$ cat src/rtl/offnariscv_pkg.sv
// Shared ACE read-channel types and read-arbiter constants for the offnariscv core.
// The read arbiter's priority mode is selected by OFFNARISCV_RD_ARB_LSU_PRIO_EN (see offnariscv_rr_arb2).
package offnariscv_pkg;

   localparam int ACE_XDATA_WIDTH  = 256;
   localparam int ACE_AXADDR_WIDTH = 32;
   localparam int ACE_ID_WIDTH     = 4;
   localparam int ACE_USER_WIDTH   = 1;

   typedef struct packed {
      logic [ACE_ID_WIDTH-1:0]     id;
      logic [ACE_AXADDR_WIDTH-1:0] addr;
      logic [7:0]                  len;
      logic [2:0]                  size;
      logic [1:0]                  burst;
      logic                        lock;
      logic [3:0]                  cache;
      logic [2:0]                  prot;
      logic [3:0]                  qos;
      logic [3:0]                  region;
      logic [ACE_USER_WIDTH-1:0]   user;
      logic [3:0]                  snoop;
      logic [1:0]                  domain;
      logic [1:0]                  bar;
   } ace_ar_t;

   typedef struct packed {
      logic [ACE_ID_WIDTH-1:0]    id;
      logic [ACE_XDATA_WIDTH-1:0] data;
      logic [3:0]                 resp;
      logic                       last;
      logic [ACE_USER_WIDTH-1:0]  user;
   } ace_r_t;

   typedef enum logic [1:0] {IDLE, AR, R, ACK} rd_arb_state_e;

   localparam logic RD_ARB_IFU = 1'b0;
   localparam logic RD_ARB_LSU = 1'b1;

endpackage

$ cat src/rtl/offnariscv_rr_arb2.sv
// Two-way combinational pick producing a one-hot grant; round-robin on ties,
// or fixed LSU priority when OFFNARISCV_RD_ARB_LSU_PRIO_EN is defined.
module offnariscv_rr_arb2 (
   input  logic [1:0] req,
   input  logic       last_grant,
   output logic [1:0] grant
);

`ifdef OFFNARISCV_RD_ARB_LSU_PRIO_EN
   logic unused_last_grant;
   assign unused_last_grant = last_grant;

   always_comb begin
      grant = 2'b00;
      if (req[1])      grant = 2'b10;
      else if (req[0]) grant = 2'b01;
   end
`else
   always_comb begin
      grant = 2'b00;
      case (req)
         2'b01:   grant = 2'b01;
         2'b10:   grant = 2'b10;
         // Tie goes to whoever was not served last.
         2'b11:   grant = last_grant ? 2'b01 : 2'b10;
         default: grant = 2'b00;
      endcase
   end
`endif

endmodule

$ cat src/rtl/offnariscv_ace_rd_arbiter.sv
// Shares one downstream ACE read port between IFU (0) and LSU (1), one transaction at a time.
// Tie-break mode follows OFFNARISCV_RD_ARB_LSU_PRIO_EN (fixed LSU priority when defined).
module offnariscv_ace_rd_arbiter
   import offnariscv_pkg::*;
(
   input  logic               clk,
   input  logic               rst,
   input  ace_ar_t [1:0]      s_ar,
   input  logic    [1:0]      s_arvalid,
   output logic    [1:0]      s_arready,
   output ace_r_t  [1:0]      s_r,
   output logic    [1:0]      s_rvalid,
   input  logic    [1:0]      s_rready,
   input  logic    [1:0]      s_rack,
   output ace_ar_t            m_ar,
   output logic               m_arvalid,
   input  logic               m_arready,
   input  ace_r_t             m_r,
   input  logic               m_rvalid,
   output logic               m_rready,
   output logic               m_rack
);

   rd_arb_state_e state;
   logic          owner;
   logic          last_grant;
   logic [1:0]    grant;

   offnariscv_rr_arb2 u_arb (
      .req        (s_arvalid),
      .last_grant (last_grant),
      .grant      (grant)
   );

   always_ff @(posedge clk or posedge rst) begin
      if (rst) begin
         state      <= IDLE;
         owner      <= RD_ARB_IFU;
         last_grant <= RD_ARB_LSU;
      end else begin
         case (state)
            IDLE: if (|s_arvalid) begin
               owner <= grant[1];
               state <= AR;
            end
            AR:  if (m_arvalid && m_arready) state <= R;
            R:   if (m_rvalid && m_rready && m_r.last) state <= ACK;
            ACK: if (s_rack[owner]) begin
               last_grant <= owner;
               state      <= IDLE;
            end
            default: state <= IDLE;
         endcase
      end
   end

   // Outputs decode from registered state/owner only, so no ready feeds back into a valid.
   always_comb begin
      s_arready = 2'b00;
      s_rvalid  = 2'b00;
      s_r[0]    = m_r;
      s_r[1]    = m_r;
      m_ar      = '0;
      m_arvalid = 1'b0;
      m_rready  = 1'b0;
      m_rack    = 1'b0;
      case (state)
         AR: begin
            m_ar             = s_ar[owner];
            m_arvalid        = s_arvalid[owner];
            s_arready[owner] = m_arready;
         end
         R: begin
            s_rvalid[owner] = m_rvalid;
            m_rready        = s_rready[owner];
         end
         ACK:     m_rack = s_rack[owner];
         default: ;
      endcase
   end

endmodule

$ cat config.mk
export PLATFORM = sky130hd
export DESIGN_NAME = offnariscv_ace_rd_arbiter
export DESIGN_NICKNAME = d
export VERILOG_FILES = /design/src/rtl/offnariscv_pkg.sv /design/src/rtl/offnariscv_rr_arb2.sv /design/src/rtl/offnariscv_ace_rd_arbiter.sv
export SDC_FILE = /design/constraint.sdc
export NUM_CORES = 1
export LEC_CHECK = 0
export CORE_AREA = 2 2 401 403
export DETAILED_ROUTE_END_ITERATION = 16
export DIE_AREA = 0 0 403 405
export GPL_ROUTABILITY_DRIVEN = 0
export HOLD_SLACK_MARGIN = 0.03
export PLACE_DENSITY = 0.3
export SETUP_SLACK_MARGIN = 0.3
export SYNTH_ARGS = -nofsm -noshare
export SYNTH_HDL_FRONTEND = slang
export SYNTH_SLANG_ARGS = --single-unit
export TNS_END_PERCENT = 50
$ cat constraint.sdc
create_clock -name clk -period 2 [get_ports clk]
set_input_delay 0.4 -clock clk [delete_from_list [all_inputs] [get_ports clk]]
set_output_delay 0.4 -clock clk [all_outputs]
set_load 0.05 [all_outputs]
; ---- Word-level counts from Yosys, hierarchy flattened
; Cells that the tools add are included.
[totals]
inputBits = 424
reg_bits = 4
wordCells = 49
out_inout_bits = 613
[classes]
n_eq_ne = 10
n_bitwise = 2
n_reduce_logical = 9
mux = 23
magnitude_cmp = 2
[op_table]
columns = cell, n
row1 = $mux W74, 3
row2 = $mux W2, 7
row3 = $mux W1, 10
row4 = $eq A2 B2 Y1 const B, 4
row5 = $ne A2 B2 Y1 const B, 4
row6 = $pmux W2 S4, 1
row7 = $pmux W2 S3, 1
row8 = $and A2 B2 Y2, 2
row9 = $eq A2 B1 Y1 const B, 2
row10 = $logic_and A1 B1 Y1, 4
row11 = $reduce_and A2 Y1, 2
row12 = $reduce_and A4 Y1, 1
row13 = $logic_not A2 Y1, 1
row14 = $lt A1 B2 Y1 const B, 1
row15 = $reduce_or A2 Y1, 1
row16 = $demux W1 S1, 1
row17 = $ge A1 B1 Y1 const B, 1

; ---- Depth between registers and ports, before layout
[depth]
ltp_word = 7
mapped_depth = 5
depth_no_buf = 5

; ---- By module
; Synthesis repeated with hierarchy kept, for this count alone.
[unflattened]
hier_cells = 741
hier_area_um2 = 5645.4
[modules_own_cells]
columns = mod, seq_area_each_um2, instances, area_each_um2, cells_per_inst
row1 = offnariscv_ace_rd_arbiter, 101.3, 1, 5626.6, 738
row2 = offnariscv_rr_arb2, 0.0, 1, 18.8, 3

; ---- Least setup slack after synthesis
; Ideal clock, no wire load.
[synth_path]
kind = register to output
start = register state[1]
end = output port m_ar[34] in the netlist's numbering
n_path_buf = 2
setup_slack_ns = -0.278
arrival_time_ns = 1.878
t_required_ns = 1.600
stages_incl_launch_ff = 6
path_cell_list = dfrtp_1 inv_1 ha_1 clkbuf_1 clkbuf_1 nor2b_1
[synth_lines]
columns = element, line_no
row1 = start: declaration, offnariscv_ace_rd_arbiter.sv:24  ; rd_arb_state_e state;
row2 = start signal: assignment, offnariscv_ace_rd_arbiter.sv:37  ; state <= IDLE;
row3 = start signal: assignment, offnariscv_ace_rd_arbiter.sv:44  ; state <= AR;
row4 = start signal: assignment, offnariscv_ace_rd_arbiter.sv:46  ; AR: if (m_arvalid && m_arready) state <= R;
row5 = end: declaration, offnariscv_ace_rd_arbiter.sv:15  ; output ace_ar_t m_ar,

==> impl.org <==
** Status
- Result of the run :: complete, but fails checks
- Violated checks :: setup timing

** Placed design
- OpenSTA, run right after detailed placement, puts the worst setup slack at -240 ps.
- Number of placed instances, taps included :: 2,539
- The HPWL after detailed placement is 57,700 microns.
- Port buffering added 241 buffers.

** Floorplan
- The floorplan step defined a die boundary enclosing 163,000 sq um.
- Initial Util :: 0.0353
- The floorplan has 147 rows.
- I/O Pins :: 1,037
- X dimension of the die :: 403 microns
- The floorplan step defined a core boundary enclosing 159,000 sq um.
- Die span in y :: 405 microns

** Synth
- Number of warnings issued by yosys :: 0
- The biggest area contributor in the post-synthesis netlist is buf_4.
- Largest cells by area after synthesis :: buf_4 (71%), mux2i_1 (14%), nor2b_1 (8.6%)
- Cells after synthesis :: 739
- After synthesis, the mean cell area works out to 7.61 sq um.
- In this run, distinct cell masters in the synthesized netlist total 19.
- Register area share after synthesis :: 0.0180
- Count of state elements after synthesis :: 4
- Post-Syn Nets :: 1,168
- Synth Cell Area :: 5620 sq um
- The share of synthesized area in the top cell type comes to 0.712.

** STA
- Worst Max-Slew Pin Slew :: 284 ps
- Hold violation total from the final report :: 0
- Between clock sinks in the finished design, the worst skew comes to 4.52 ps.
- The max-slew violation total from the final report was 0.
- Worst relative slew slack :: 0.805
- Tcrit/Tclk final :: 1.04
- The smallest clock period supported by the final layout is computed as 2070 ps.
- Final hold analysis gives a worst-case slack of 444 ps.
- Number of setup violations in the final report :: 38
- Setup repair after global routing could not meet its margin everywhere.
- Derived from the worst setup path, the maximum achievable clock frequency is 482 MHz.
- Setup slack on the critical path of the routed design comes to -73.9 ps.
- Sum of negative setup slack :: -1370 ps

** Flow run
- Max-cap violations :: 0

** Setup path
- Crit-path slowest cell :: dfrtp_4
- The worst setup path is captured at an output pin.
- The critical path goes through buf_12 > buf_12 > mux2i_1 > buf_4 > nor2b_4 > buf_12.
- By startpoint and endpoint, the worst setup path is classified as reg2out.
- In this design, the largest share of critical-path delay is due to buffers and inverters.
- Data required time at the worst endpoint :: 1600 ps
- The endpoint identified for the worst register-to-register timing path is state[1]$_DFFE_PP0P_.
- The setup check on the worst reg-to-reg path leaves a slack of 110 ps.
- Maximum fanout along the worst path :: 9
- The worst setup path is launched from a register.
- Most Frequent Cell on Critical Path :: buf_12
- Together, buffers and inverters on the worst path number 4.
- Depth of the worst register-to-register path :: 6
- In this design, the stage delay of the slowest critical-path cell is 510 ps.
- CP Data Arrival Time :: 1670 ps
- FF-to-FF Start :: owner$_DFFE_PP0P_

** Detailed routing
- Routed wire length :: 62,700 microns
- The detail route stage leaves a number of antenna-violating nets equal to 0.
- The detailed router finished its first iteration with 107 violations.
- The routed layout has 3,576 vias.
- Number of search-and-repair iterations in the first detailed-routing pass :: 4
- Dividing the detail-routed wire length by the instance count gives 24.5 microns.
- DR DRC count :: 0
- Post-detailed-route via-to-cell ratio :: 1.39

** CTS
- Clock tree synthesis found a total of 4 sinks.
- CTS tree :: built
- The clock passes through at most 2 buffers.
- Clock-pin slew was measured on the worst setup and hold paths at 40 ps.
- Clock root cell :: clkbuf_16
- In this run the number of H-tree levels came out at 1.
- Buffers inserted during clock tree synthesis total 3.
- After clock tree synthesis, the flow added hold-fix buffers numbering 0.
- The clock reaches the later pin of the worst-skew pair after 230 ps.

** Global routing
- Total routing usage reported by global routing :: 0.0721
- Maximum number of pins on one net before global-route repair :: 37
- Antenna violations before repair :: 4
- The number of global-route vias before repair came to 3,789.
- Gr ovfl total :: 0
- Wire length of the first global-routing pass :: 69,700 microns

** Finish
- In the layout the commonest cells are clkdlybuf4s50_1 (158), buf_12 (92), nor2b_4 (67), mux2i_1 (40), mux2i_2 (27).
- Most frequent standard cell in the layout excluding fill and tap cells :: clkdlybuf4s50_1
- # fillers :: 18,800
- Layout overhead on the synthesized area :: 59.0%
- Diode count :: 0
- The net count of the finished layout is 909.
- In the final layout, the share of cells above drive strength 1 is 0.528.
- Non-filler instance count after layout :: 2,565

** Pwr
- Peak supply drop :: 467 uV
- Standby leakage power :: 0.00259 uW
- Post-route total power :: 10,200 uW
- Power per cell area :: 1140 nW/um^2

** Min path
- Min-delay worst type :: in2async
[area by class of cell]
class                      instances  area (sq um)  share of cell area
timing repair buffer             285          3900               0.436
tap                             2086          2610               0.292
multi-input combinational        182          2230               0.250
sequential                         4           105              0.0118
clock buffer                       4          78.8             0.00881
inverter                           4          15.0             0.00168
[flip-flops by register name (all words and copies together), names as in the netlist]
signal	cells
state	2
last_grant	1
owner	1
[where the power goes]
| part | total, uW | internal (uW) | switching [uW] |
|---|---|---|---|
| combinational | 9670 | 5050 | 4620 |
| clock | 337 | 265 | 72.3 |
| sequential | 183 | 132 | 50.9 |
| total | 10200 | 5450 | 4740 |
[timing repair]
action | in CTS | in global routing
gates resized for setup | 86 | 19
cloned | 5 | 2
endpoints found under the setup margin | 82 | 82
buffers inserted | 12 | 3
pin swaps | 0 | 0
[worst max path at each step]
stage | from | endpoint | slack, ps | cells after the start
after floorplan | state[1]$_DFFE_PP0P_ | m_ar[64] | 210 | 4
after global placement | m_arready | s_arready[0] | -230 | 6
after detailed placement | m_arready | s_arready[0] | -240 | 6
after CTS | owner$_DFFE_PP0P_ | m_ar[63] | -100 | 6
after global routing | owner$_DFFE_PP0P_ | m_ar[63] | -130 | 6
final | owner$_DFFE_PP0P_ | m_ar[63] | -70 | 6
[synthesized netlist by cell type]
library cell  count
clkbuf_1          8
and3_1            2
mux2_1            1
a21boi_1          1
dfstp_2           1
nor2b_1          77
o21ai_1           2
buf_2             8
a22oi_1           1
nor2_1            5
dfrtp_1           3
mux2i_1          77
nand3_1           2
a21oi_1           2
inv_1             4
buf_4           533
a32o_1            1
ha_1              5
nand2_1           6
[logic make-up (layout without fill, tap and decap cells)]
kind of cell,after synthesis,after routing,synth area share
buffers and inverters,553,293,0.727
and+or+nand+nor,92,92,0.0970
muxes,78,78,0.139
AOI/OAI and AO/OA,7,7,0.00801
adders and majority gates,5,5,0.0111
DFF,4,4,0.0180
[stage by stage]
stage | instance area, sq um | util
finish | 8940 | 0.0561
floorplan | 6010 | -
global route | 8940 | 0.0561
detailed placement | 8060 | 0.0506
global placement | 8060 | 0.0506
CTS | 8770 | 0.0551
[per-layer routing]
| layer | GRT usage | wire length [microns] | share of wire |
|---|---|---|---|
| met4 | 0.0136 | 1420 | 0.023 |
| met2 | 0.119 | 29400 | 0.47 |
| met3 | 0.122 | 22200 | 0.35 |
| met1 | 0.0309 | 9500 | 0.15 |
| met5 | 0.00862 | 185 | 0.0029 |
Note: power is estimated with default switching activity, not from simulation.
